[src/rtl/mtimer_sched.sv]
// mtimer_sched: shares the single machine-timer compare register between
// NUM_CH software timer channels. Each channel holds a 64-bit deadline;
// the scheduler scans for the earliest enabled deadline and programs the
// timer's mtimecmp with the glitch-free lo(max)/hi/lo write sequence. It
// raises a per-channel pending flag once time_in reaches that deadline.
//
// Optional build macro MTIMER_SCHED_PERIODIC_EN adds a 32-bit period
// register (reg 3) and a PERIODIC ctrl bit (bit2) for auto-rearming
// channels. Without it reg 3 and ctrl bit2 read 0 and ignore writes.
//
// Timer write handshake: mt_wr_en is a request that stays asserted with
// mt_addr/mt_wr_data held stable until a cycle in which mt_gnt is high;
// that cycle completes the transfer. mt_gnt is ignored while mt_wr_en is 0.
//
// The scheduler FSM state is visible as the enum signal state_q.

module mtimer_sched #(
  parameter int NUM_CH = 4,
  parameter int CH_AW  = (NUM_CH > 1) ? $clog2(NUM_CH) : 1
) (
  input  logic              clk,
  input  logic              rst_n,
  input  logic              cfg_rd_en,
  input  logic              cfg_wr_en,
  input  logic [CH_AW+1:0]  cfg_addr,
  input  logic [31:0]       cfg_wr_data,
  input  logic [3:0]        cfg_wr_strobe,
  output logic [31:0]       cfg_rd_data,
  input  logic [63:0]       time_in,
  output logic              mt_wr_en,
  output logic [1:0]        mt_addr,
  output logic [31:0]       mt_wr_data,
  output logic [3:0]        mt_wr_strobe,
  input  logic              mt_gnt,
  output logic [NUM_CH-1:0] irq_pending,
  output logic              irq
);

  typedef enum logic [2:0] {
    S_IDLE      = 3'd0,
    S_SCAN      = 3'd1,
    S_WR_LO_MAX = 3'd2,
    S_WR_HI     = 3'd3,
    S_WR_LO     = 3'd4
  } state_t;

  // Channel state
  logic [63:0]       cmp_q [NUM_CH];
  logic [63:0]       cmp_d [NUM_CH];
  logic [NUM_CH-1:0] en_q, en_d;
  logic [NUM_CH-1:0] pend_q, pend_d;
  logic [NUM_CH-1:0] fire;
`ifdef MTIMER_SCHED_PERIODIC_EN
  logic [31:0]       period_q [NUM_CH];
  logic [31:0]       period_d [NUM_CH];
  logic [NUM_CH-1:0] per_q, per_d;
`endif

  // Host address decode
  logic [CH_AW-1:0] sel_ch;
  logic [1:0]       sel_reg;
  logic             sel_valid;
  logic             dirty_set;

  // Scheduler state
  state_t           state_q;
  logic             dirty_q;
  logic [63:0]      best_q;
  logic [63:0]      best_cand;
  logic [63:0]      last_prog_q;
  logic [CH_AW-1:0] idx_q;

  assign sel_ch       = cfg_addr[CH_AW+1:2];
  assign sel_reg      = cfg_addr[1:0];
  assign sel_valid    = ({{(32-CH_AW){1'b0}}, sel_ch} < 32'(NUM_CH));
  assign mt_wr_strobe = 4'hF;
  assign irq_pending  = pend_q;

  // Merge the byte lanes selected by st from wd over old
  function automatic logic [31:0] apply_strb(input logic [31:0] old,
                                             input logic [31:0] wd,
                                             input logic [3:0]  st);
    logic [31:0] res;
    for (int b = 0; b < 4; b++) begin
      res[b*8 +: 8] = st[b] ? wd[b*8 +: 8] : old[b*8 +: 8];
    end
    return res;
  endfunction

  // Deadline reached: enabled channel whose compare value is <= current time
  always_comb begin
    fire = '0;
    for (int i = 0; i < NUM_CH; i++) begin
      fire[i] = en_q[i] && (time_in >= cmp_q[i]);
    end
  end

  // Channel next state: fire applies first, a host write then overrides the
  // field it touches, except that a fire-driven PEND set beats W1C
  always_comb begin
    dirty_set = 1'b0;
    for (int i = 0; i < NUM_CH; i++) begin
      cmp_d[i]  = cmp_q[i];
      en_d[i]   = en_q[i];
      pend_d[i] = pend_q[i];
`ifdef MTIMER_SCHED_PERIODIC_EN
      period_d[i] = period_q[i];
      per_d[i]    = per_q[i];
`endif
      if (fire[i]) begin
        pend_d[i] = 1'b1;
        dirty_set = 1'b1;
`ifdef MTIMER_SCHED_PERIODIC_EN
        if (per_q[i] && (period_q[i] != 32'd0)) begin
          cmp_d[i] = cmp_q[i] + {32'd0, period_q[i]};
        end else begin
          en_d[i] = 1'b0;
        end
`else
        en_d[i] = 1'b0;
`endif
      end
      if (cfg_wr_en && sel_valid && (sel_ch == CH_AW'(i))) begin
        case (sel_reg)
          2'd0: begin
            cmp_d[i][31:0] = apply_strb(cmp_d[i][31:0], cfg_wr_data, cfg_wr_strobe);
            dirty_set      = 1'b1;
          end
          2'd1: begin
            cmp_d[i][63:32] = apply_strb(cmp_d[i][63:32], cfg_wr_data, cfg_wr_strobe);
            dirty_set       = 1'b1;
          end
          2'd2: begin
            dirty_set = 1'b1;
            if (cfg_wr_strobe[0]) begin
              en_d[i] = cfg_wr_data[0];
              if (cfg_wr_data[1] && !fire[i]) begin
                pend_d[i] = 1'b0;
              end
`ifdef MTIMER_SCHED_PERIODIC_EN
              per_d[i] = cfg_wr_data[2];
`endif
            end
          end
          default: begin
`ifdef MTIMER_SCHED_PERIODIC_EN
            period_d[i] = apply_strb(period_q[i], cfg_wr_data, cfg_wr_strobe);
`endif
          end
        endcase
      end
    end
  end

  // Channel registers and the registered interrupt summary
  always_ff @(posedge clk or negedge rst_n) begin
    if (!rst_n) begin
      for (int i = 0; i < NUM_CH; i++) begin
        cmp_q[i] <= '0;
      end
      en_q   <= '0;
      pend_q <= '0;
      irq    <= 1'b0;
    end else begin
      for (int i = 0; i < NUM_CH; i++) begin
        cmp_q[i] <= cmp_d[i];
      end
      en_q   <= en_d;
      pend_q <= pend_d;
      irq    <= |pend_d;
    end
  end

`ifdef MTIMER_SCHED_PERIODIC_EN
  // Period and PERIODIC bit registers
  always_ff @(posedge clk or negedge rst_n) begin
    if (!rst_n) begin
      for (int i = 0; i < NUM_CH; i++) begin
        period_q[i] <= '0;
      end
      per_q <= '0;
    end else begin
      for (int i = 0; i < NUM_CH; i++) begin
        period_q[i] <= period_d[i];
      end
      per_q <= per_d;
    end
  end
`endif

  // Combinational host read mux; zero when not reading
  always_comb begin
    cfg_rd_data = '0;
    if (cfg_rd_en && sel_valid) begin
      case (sel_reg)
        2'd0: cfg_rd_data = cmp_q[sel_ch][31:0];
        2'd1: cfg_rd_data = cmp_q[sel_ch][63:32];
`ifdef MTIMER_SCHED_PERIODIC_EN
        2'd2: cfg_rd_data = {29'd0, per_q[sel_ch], pend_q[sel_ch], en_q[sel_ch]};
        default: cfg_rd_data = period_q[sel_ch];
`else
        2'd2: cfg_rd_data = {30'd0, pend_q[sel_ch], en_q[sel_ch]};
        default: cfg_rd_data = '0;
`endif
      endcase
    end
  end

  // Running minimum for the channel under scan; strict < keeps the lowest index on ties
  always_comb begin
    best_cand = best_q;
    if (en_q[idx_q] && (cmp_q[idx_q] < best_q)) begin
      best_cand = cmp_q[idx_q];
    end
  end

  // Scheduler FSM: scan for the earliest deadline, then lo(max)/hi/lo writes
  always_ff @(posedge clk or negedge rst_n) begin
    if (!rst_n) begin
      state_q     <= S_IDLE;
      dirty_q     <= 1'b1;
      best_q      <= '1;
      idx_q       <= '0;
      last_prog_q <= '0;
      mt_wr_en    <= 1'b0;
      mt_addr     <= 2'b00;
      mt_wr_data  <= 32'd0;
    end else begin
      case (state_q)
        S_IDLE: begin
          if (dirty_q) begin
            dirty_q <= 1'b0;
            best_q  <= '1;
            idx_q   <= '0;
            state_q <= S_SCAN;
          end
        end
        S_SCAN: begin
          best_q <= best_cand;
          if (idx_q == CH_AW'(NUM_CH - 1)) begin
            if (best_cand == last_prog_q) begin
              state_q <= S_IDLE;
            end else begin
              state_q    <= S_WR_LO_MAX;
              mt_wr_en   <= 1'b1;
              mt_addr    <= 2'b10;
              mt_wr_data <= 32'hFFFF_FFFF;
            end
          end else begin
            idx_q <= idx_q + 1'b1;
          end
        end
        S_WR_LO_MAX: begin
          if (mt_gnt) begin
            state_q    <= S_WR_HI;
            mt_addr    <= 2'b11;
            mt_wr_data <= best_q[63:32];
          end
        end
        S_WR_HI: begin
          if (mt_gnt) begin
            state_q    <= S_WR_LO;
            mt_addr    <= 2'b10;
            mt_wr_data <= best_q[31:0];
          end
        end
        S_WR_LO: begin
          if (mt_gnt) begin
            state_q     <= S_IDLE;
            mt_wr_en    <= 1'b0;
            last_prog_q <= best_q;
          end
        end
        default: begin
          state_q  <= S_IDLE;
          mt_wr_en <= 1'b0;
        end
      endcase
      // A new fire or host write always forces another scan
      if (dirty_set) begin
        dirty_q <= 1'b1;
      end
    end
  end

endmodule

[config.mk]
export PLATFORM = sky130hd
export DESIGN_NAME = mtimer_sched
export DESIGN_NICKNAME = d
export VERILOG_FILES = /design/src/rtl/mtimer_sched.sv
export SDC_FILE = /design/constraint.sdc
export NUM_CORES = 1
export LEC_CHECK = 0
export ABC_AREA = 0
export CAP_MARGIN = 20
export CORE_MARGIN = 2
export CORE_UTILIZATION = 28
export CTS_CLUSTER_DIAMETER = 200
export DETAILED_ROUTE_END_ITERATION = 16
export GPL_TIMING_DRIVEN = 1
export PLACE_DENSITY = 0.54
export SETUP_SLACK_MARGIN = 0.2
export SYNTH_ARGS = -nofsm -noshare
export SYNTH_HDL_FRONTEND = slang
export SYNTH_SLANG_ARGS = --single-unit
[constraint.sdc]
create_clock -name clk -period 6.3 [get_ports clk]
set_clock_uncertainty 0.15 [all_clocks]
set_input_delay 0.63 -clock clk [delete_from_list [all_inputs] [get_ports clk]]
set_output_delay 0.63 -clock clk [all_outputs]
set_load 0.01 [all_outputs]
# After elaboration in Yosys (flattened, before gate mapping)
# Cells that the tools add are included.
[classes] add_sub_neg=1 n_lt_le_gt_ge=9 n_eq_ne=18 mux=91 n_bitwise=3 n_reduce_logical=64
[op_table] op="$mux 64" n=6
[op_table] op="$bmux 64 s2" n=2
[op_table] op="$ge 64x64->1" n=4
[op_table] op="$pmux 32 s3" n=2
[op_table] op="$mux 32" n=5
[op_table] op="$pmux 64 s2" n=1
[op_table] op="$reduce_and 3->1" n=33
[op_table] op="$eq 64x64->1" n=1
[op_table] op="$lt 64x64->1" n=1
[op_table] op="$mux 1" n=56
[op_table] op="$mux 3" n=5
[op_table] op="$pmux 3 s5" n=1
[op_table] op="$mux 2" n=7
[op_table] op="$ne 2x2->1 const B" n=7
[op_table] op="$logic_and 1x1->1" n=13
[op_table] op="$reduce_and 5->1" n=2
[op_table] op="$eq 2x2->1 const B" n=4
[op_table] op="$bmux 1 s2" n=3
[op_table] op="$eq 3x2->1 const B" n=2
[op_table] op="$ge 3x3->1 const B" n=2
[op_table] op="$lt 2x3->1 const B" n=2
[op_table] op="$not 2->3" n=2
[op_table] op="$pmux 2 s3" n=1
[op_table] op="$reduce_or 3->1" n=2
[op_table] op="15 further kinds" n=22
[word_totals] register_bits=434 inputBits=109 output_inout_bits=76

# Depth between registers and ports, before layout
# Gate-level depths: netlist (run 1).
[depth] depth_word=15 mapped_depth=20 ltp_nobuf=15

# Worst setup path after synthesis (run 1)
# No wires, ideal clock.
[synth_timing] kind="flip-flop to flip-flop" startpoint="reg idx_q[1]" endpoint="reg mt_wr_data[13]" setup_ns=0.143 t_arrival_ns=4.569 setup_slack_ns=1.439 stages_incl_launch_ff=18 cell_sequence="dfrtp_1 -> buf_4 -> buf_2 -> buf_1 -> mux4_2 -> ha_1 -> a21oi_1 -> o21ai_0 -> a2111oi_0 -> nor3_1 -> or4_1 -> clkbuf_2 -> o21ai_0 -> o21ai_1 -> a2111o_1 -> o41ai_4 -> buf_6 -> o211ai_2"
[synth_between] elab_chain_cells=10 word_cells_on_any_way=14 classes_between="order compare (1); eq/ne (4); mux (6); bitwise (1); reduce/logical (2)"
[synth_lines] element="from (decl)" line="71" text="logic [CH_AW-1:0] idx_q;"
[synth_lines] element="from (signal assigned)" line="250" text="idx_q <= idx_q + 1'b1;"
[synth_lines] element="$not 2->3 (not written as such)" line="212, 213"
[synth_lines] element="$bmux 64 s2" line="212, 213"
[synth_lines] element="$mux 64 (not written as such) (2 in a row)" line="212, 213"
[synth_lines] element="$lt 64x64->1" line="212" text="if (en_q[idx_q] && (cmp_q[idx_q] < best_q)) begin"
[synth_lines] element="$logic_and 1x1->1" line="212"
[synth_lines] element="$mux 64" line="212"
[synth_lines] element="$eq 64x64->1" line="241" text="if (best_cand == last_prog_q) begin"
[synth_lines] element="$ne 2x2->1 (no source line)"
[synth_lines] element="$reduce_and 5->1 (no source line) (*)"
[synth_lines] element="to (signal assigned)" line="257" text="mt_wr_data <= best_q[63:32];"
[synth_lines] element="to (signal assigned)" line="264" text="mt_wr_data <= best_q[31:0];"
[synth_lines] element="to (decl)" line="32" text="output logic [31:0] mt_wr_data,"
# Mark *: on every way between the ends. The rest lies on a longest branch, timed or not. The select of a mux whose other input is x is not followed.
# A chain may end at the register's enable or synchronous reset.

# Final worst setup path (run 1)
[layout_timing] startpoint="reg idx_q[1]" endpoint="reg mt_wr_data[3]"
# The elaborated chain is that of the path after synthesis.

==> flow_metrics.env, run 1 <==
export IMPL_ys_async_sr_fraction_pct=100.0
export IMPL_fin_crit_ps=5802
export IMPL_status="completed"
export IMPL_synth_edf_count=0
export IMPL_fin_cells=4606
export IMPL_cts_tree="built"
export IMPL_antenna_found_initial=2
export IMPL_fillers=10915
export IMPL_place_congestion=0.9768
export IMPL_drc_errors=0
export IMPL_htreeDepth=2
export IMPL_ys_seq_elements=434
export IMPL_required_ps=6610
export IMPL_finalSetupTns_ps=0
export IMPL_timing_hold_ws_ps=345.8
export IMPL_netlist_area_mm2=0.02998
export IMPL_yosysWarnings=0
export IMPL_grt_use_met2_pct=31.70
export IMPL_crit_path_start_kind="flip-flop"
export IMPL_crit_path_end_kind="flip-flop"
export IMPL_die_w_um=331.2
export IMPL_setup_violations_final=0
export IMPL_rows=120
export IMPL_synthCells=3006
export IMPL_clock_fmax_ghz=0.1724
export IMPL_maxCapViolations=0
export IMPL_grt_ovfl_total=0
export IMPL_synth_xor_area_share_pct=1.928
export IMPL_grt_pass1_vias=23780
export IMPL_synth_ff_type="dfrtp_1"
export IMPL_tightest_slew_ps=1065
export IMPL_wire_per_inst_um=24.99
export IMPL_dp_hpwl_um=90330
export IMPL_slew_headroom_pct=28.72
export IMPL_leakage_nw=15.94
export IMPL_timing_final_crit_share_pct=92.09
export IMPL_cts_sinks=434
export IMPL_synth_compound_area_share_pct=12.90
export IMPL_hold_class="flip-flop to flip-flop"
export IMPL_grt_max_degree=146
export IMPL_synth_fa_ha_area_share_pct=13.35
export IMPL_numCtsBuffers=52
export IMPL_die_area_mm2=0.1097
export IMPL_ys_seq_area_share_pct=36.49
export IMPL_grt_first_pass_wirelength_um=168600
export IMPL_fin_ws_ps=498.5
export IMPL_drt_total_wl_um=115100
export IMPL_io_pin_count=185
export IMPL_cts_setup_buffers=0
export IMPL_worst_skew_pair_late_latency_ps=650
export IMPL_grt_total_usage_pct=20.67
export IMPL_max_clock_path_buffers=3
export IMPL_core_area_mm2=0.1066
export IMPL_clk_pin_slew_ps=70
export IMPL_cts_root_buffer="clkbuf_16"
export IMPL_drt_vias_per_instance=5.257
export IMPL_drtIter0Drc=2313
export IMPL_use_met1_pct=29.22
export IMPL_ant_nets=0
export IMPL_critical_path_class="flip-flop to flip-flop"
export IMPL_synth_mux_area_share_pct=18.46
export IMPL_synth_top_family_by_area="multiplexers"
export IMPL_dp_cells=4503
export IMPL_area_delta_synth_final_pct=17.31
export IMPL_finalMaxSlewViolations=0
export IMPL_synth_cell_types=70
export IMPL_vias=24215
export IMPL_start_util_pct=28.13
export IMPL_final_nets=3587
export IMPL_die_h_um=331.2
export IMPL_preCtsSetupSlack_ps=517.8
export IMPL_io_buffers=180
export IMPL_critical_path_arrival_ps=6120
export IMPL_crit_fanout=47
export IMPL_drive_gt1_share_pct=16.33
export IMPL_irDropWorstVdd_uv=236.7
export IMPL_firstDrtPassIters=6
export IMPL_syn_avg_cell_area_um2=9.975
export IMPL_power_density_mw_per_mm2=412.5
export IMPL_top_usage_layer="met2"
export IMPL_synthSimpleGateAreaFrac_pct=10.63
export IMPL_grtUsageMet3_pct=3.777
export IMPL_hold_viol=0
export IMPL_rsz0062_at_grt="false"
metrics by stage:
stage,utilization [%],instance area [um2],power [mW]
floorplan,-,30000,8.438
global route,32.99,35170,15.28
global placement,31.29,33350,11.19
CTS,32.97,35140,14.50
detailed placement,31.29,33350,11.24
finish,32.99,35170,14.51
per-layer routing:
metal	part of all wire, %	vias up
met1	45	11991
met2	44	1007
li1	-	11038
met3	7.2	179
met5	0	-
met4	3.7	0
timing repair:
item | 4_1_cts | 5_1_grt
endpoints found under the hold margin | 81 | 0
hold buffers | 1 | 0
endpoints found under the setup margin | 0 | 0
resized for setup | 0 | 0
cell type report:
type,count,area [um2],area share (%)
Antenna cell,1,2.502,0.007115
Timing Repair Buffer,214,2121,6.030
Inverter,359,1348,3.831
Multi-Input combinational cell,2097,17220,48.95
Clock buffer,79,1523,4.329
Tap cell,1403,1755,4.991
Sequential cell,434,10950,31.13
Clock inverter,19,257.7,0.7328
cell usage after synthesis (67+ instances only):
library cell / n / area share (%)
a21o_1: 68 / 1.7
a21oi_1: 106 / 1.8
clkbuf_1: 80 / 1.0
dfrtp_1: 369 / 31
ha_1: 320 / 13
inv_1: 358 / 4.5
mux2_2: 170 / 6.4
mux2i_1: 85 / 2.8
mux4_2: 123 / 9.2
nand2_1: 330 / 4.1
nand4_1: 67 / 1.4
nor2_1: 160 / 2.0
o21ai_0: 281 / 4.7
placed cells by master (no fill, tap or decap), types with 15 or more instances in the layout:
cell type,netlist,routed
ha_1,320,320
nand3_1,32,32
o22ai_1,24,24
nor3_1,27,27
a21oi_1,106,106
o21ai_0,281,281
clkbuf_1,80,15
a21o_1,68,68
dfstp_2,65,65
nor2_1,160,159
clkbuf_16,0,52
inv_1,358,358
xnor2_1,40,40
o211ai_2,27,27
nand2_1,330,329
buf_4,6,29
xor2_1,26,26
mux4_2,123,123
mux2_2,170,170
dfrtp_1,369,366
nor4_1,22,21
nor2b_1,15,15
nand4_1,67,67
mux2i_1,85,85
nand2b_1,18,17
clkdlybuf4s50_1,0,176
registers in the layout, indices dropped and copies added, names as in the netlist:
name and cells:
cmp_q 256, best_q 64, last_prog_q 64, mt_wr_data 32, en_q 4, irq_pending 4, state_q 3, idx_q 2
mt_addr 2, dirty_q 1, irq 1, mt_wr_en 1
power breakdown:
part	internal (mW)	switching, mW	total [mW]
combinational	2.73	3.67	6.41
clock	1.88	1.32	3.19
sequential	3.72	1.19	4.91
worst max-delay path, stage by stage (launching register included):
cell and delay (ps):
dfrtp_4 910, mux2i_1 610, mux2i_1 180, buf_4 210, ha_1 310, and4_1 220
a2111oi_0 380, nor3_1 180, or4_1 740, o21ai_0 230, o21ai_1 90, a2111o_1 450
o41ai_4 440, buf_12 290, o211ai_1 140
cells by family after synthesis:
| group | count (synthesis) |
|---|---|
| simple gates | 712 |
| compound gates | 617 |
| buf+inv | 478 |
| flops | 434 |
| mux | 378 |
| fa+ha+maj | 320 |
| xor+xnor | 66 |
| other cells | 1 |
path summary, 6_finish.rpt:
kind | start | end | slack, ps | cells after the start
worst max-delay path | idx_q[1] | mt_wr_data[3] | 500 | 14
worst min-delay path | mt_wr_data[20] | mt_wr_data[20] | 350 | 2
worst min register to register | mt_wr_data[20] | mt_wr_data[20] | 350 | 2
worst max register to register | idx_q[1] | mt_wr_data[3] | 500 | 14
max in group asynchronous | rst_n | cmp_q[241] | 4080 | 3
min in group asynchronous | rst_n | mt_wr_data[9] | 490 | 2
Power figures use the tool's default switching activity.
==> run 2, diff against run 1 <==
--- a/config.mk
+++ b/config.mk
@@ -7,11 +7,11 @@
 export LEC_CHECK = 0
 export ABC_AREA = 0
 export CAP_MARGIN = 20
-export CORE_MARGIN = 2
+export CORE_MARGIN = 3
 export CORE_UTILIZATION = 28
 export CTS_CLUSTER_DIAMETER = 200
 export DETAILED_ROUTE_END_ITERATION = 16
-export GPL_TIMING_DRIVEN = 1
+export GPL_TIMING_DRIVEN = 0
 export PLACE_DENSITY = 0.54
 export SETUP_SLACK_MARGIN = 0.2
 export SYNTH_ARGS = -nofsm -noshare
==> run 2 against run 1 <==
Net effect:
- critical path depth increased by 3
- non-clock buffer count increased by 96
- largest cell class unchanged
- sequential power decreased by 5.1%
- flip-flop and latch count unchanged
- global-route usage increased by 0.90 points
- largest power group unchanged
- register-to-register slack got worse by 97 ps
- power increased by 3.8%
- critical endpoint is now mt_wr_data[25]
==> flow_metrics.env, run 2 (synthesized netlist as in run 1, its figures left out) <==
export IMPL_largest_register_ffs=256
export IMPL_clockPowerShare_pct=22.7
export IMPL_place_congestion=0.9782
export IMPL_rows=119
export IMPL_crit_path_start_kind="flip-flop"
export IMPL_die_area_mm2=0.1110
export IMPL_final_nets=3686
export IMPL_required_ps=6620
export IMPL_preCtsSetupSlack_ps=-674.4
export IMPL_regMostFlops="cmp_q"
export IMPL_grt_first_pass_wirelength_um=175800
export IMPL_p_comb_share_pct=46.3
export IMPL_status="completed"
export IMPL_die_h_um=333.2
export IMPL_core_area_mm2=0.1057
export IMPL_leakage_nw=16.18
export IMPL_grt_ovfl_total=0
export IMPL_drt_total_wl_um=122200
export IMPL_switching_power_mw=6.476
export IMPL_maxCapViolations=0
export IMPL_slew_headroom_pct=24.09
export IMPL_grt_total_usage_pct=21.57
export IMPL_mostFrequentLayoutCells="dfrtp_1 (369), inv_1 (358), nand2_1 (330)"
export IMPL_tightest_slew_ps=1139
export IMPL_finalSetupTns_ps=0
export IMPL_wire_per_inst_um=26.03
export IMPL_cts_sinks=434
export IMPL_p_seq_share_pct=31.0
export IMPL_drt_vias_per_instance=5.329
export IMPL_clock_fmax_ghz=0.1695
export IMPL_grt_max_degree=112
export IMPL_grt_pass1_vias=24730
export IMPL_mostFrequentLayoutCell="dfrtp_1"
export IMPL_drtIter0Drc=2247
export IMPL_internal_power_mw=8.585
export IMPL_numCtsBuffers=55
export IMPL_hold_viol=0
export IMPL_start_util_pct=28.36
export IMPL_dp_cells=4586
export IMPL_drive_gt1_share_pct=16.06
export IMPL_timing_final_crit_share_pct=93.62
export IMPL_design_area_mm2=0.03575
export IMPL_irDropWorstVdd_uv=290.2
export IMPL_rsz0062_at_grt="false"
export IMPL_setup_violations_final=0
export IMPL_area_delta_synth_final_pct=19.25
export IMPL_ant_nets=0
export IMPL_fin_ws_ps=401.9
export IMPL_power_density_mw_per_mm2=421.2
export IMPL_cts_root_buffer="clkbuf_16"
export IMPL_max_clock_path_buffers=3
export IMPL_post_route_util_pct=33.82
export IMPL_crit_path_end_kind="flip-flop"
export IMPL_netSwitchingFraction_pct=43.00
export IMPL_vias=25018
export IMPL_io_buffers=176
export IMPL_cts_tree="built"
export IMPL_post_dp_cell_area_mm2=0.03370
export IMPL_io_pin_count=185
export IMPL_worst_skew_pair_late_latency_ps=640
export IMPL_firstDrtPassIters=6
export IMPL_fin_crit_ps=5898
export IMPL_antenna_found_initial=4
export IMPL_drc_errors=0
export IMPL_reg_top3="cmp_q (256), best_q (64), last_prog_q (64)"
export IMPL_fin_cells=4695
export IMPL_critical_path_arrival_ps=6220
export IMPL_critical_path_class="flip-flop to flip-flop"
export IMPL_clk_pin_slew_ps=60
export IMPL_hold_class="input pin to asynchronous set/reset pin"
export IMPL_die_w_um=333.2
export IMPL_htreeDepth=2
export IMPL_crit_fanout=10
export IMPL_dp_hpwl_um=96670
export IMPL_finalMaxSlewViolations=0
run 2: cell types whose count changed in the layout (fill, tap and decap cells not counted), sizes merged:
cell	delta
clkdlybuf4s50	-1
inv	-1
diode	+2
bufinv	+1
clkinv	+1
clkbuf	+91
buf	+10
clkinvlp	-2
run 2: power groups by stage:
stage	Sequential (mW)	Combinational, mW	Clock (mW)
2_1_floorplan	4.34	4.10	0
3_3_place_gp	4.66	6.77	0
3_5_place_dp	4.68	6.82	0
4_1_cts	4.63	6.89	3.49
5_1_grt	4.77	7.48	3.59
6_report	4.66	6.98	3.42
run 2: area by class of cell:
type	count	area [um2]
diodes	3	7.507
plain buffers	119	563.0
clock buffers	83	1674
clock inverters	18	261.5
fillers	10927	69960
inverters	359	1348
multi-input cells	2097	17210
flip-flops and latches	434	10940
well taps	1391	1740
repair buffers	191	2009
run 2: critical path, cell delays in order (launching register included):
cell and delay (ps):
dfrtp_1 370, buf_4 260, buf_4 350, clkbuf_4 370, mux4_2 550, ha_1 380, a21oi_1 140, o21ai_0 120
a2111oi_0 430, nor3_1 220, nor4_1 450, nand2_2 300, o41ai_1 560, o2111ai_1 310, o41ai_4 270, buf_4 220
buf_6 180, o211ai_2 90
run 2: through the flow:
step / hold slack [ps] / power, mW
floorplan: 184.4 / 8.438
global placement: 311.2 / 11.43
detailed placement: 317.6 / 11.50
CTS: 267.9 / 15.02
global route: 280.8 / 15.84
finish: 298.2 / 15.06
run 2: repair_timing:
| action | in CTS | in global routing |
|---|---|---|
| hold endpoints to repair | 15 | 0 |
| setup endpoints to repair | 100 | 58 |
| pin swaps | 1 | 0 |
| buffers inserted | 3 | 0 |
| cloned | 0 | 0 |
| hold buffers | 1 | 0 |
| resized for setup | 13 | 15 |
run 2: final timing paths:
kind / depth (start not counted) / start / to / slack [ps]
worst max-delay path: 17 / idx_q[1] / mt_wr_data[25] / 400
worst min-delay path: 2 / rst_n / last_prog_q[42] / 300
worst max register to register: 17 / idx_q[1] / mt_wr_data[25] / 400
worst min register to register: 2 / mt_wr_en / mt_wr_en / 330
max in group asynchronous: 4 / rst_n / cmp_q[184] / 4290
min in group clk: 2 / mt_wr_en / mt_wr_en / 330
run 2: per-layer routing:
layer	global-route usage, %	routed length (um)
met1	29.62	52940
met2	34.05	54920
met3	3.649	9097
met4	8.117	5261
met5	0	0
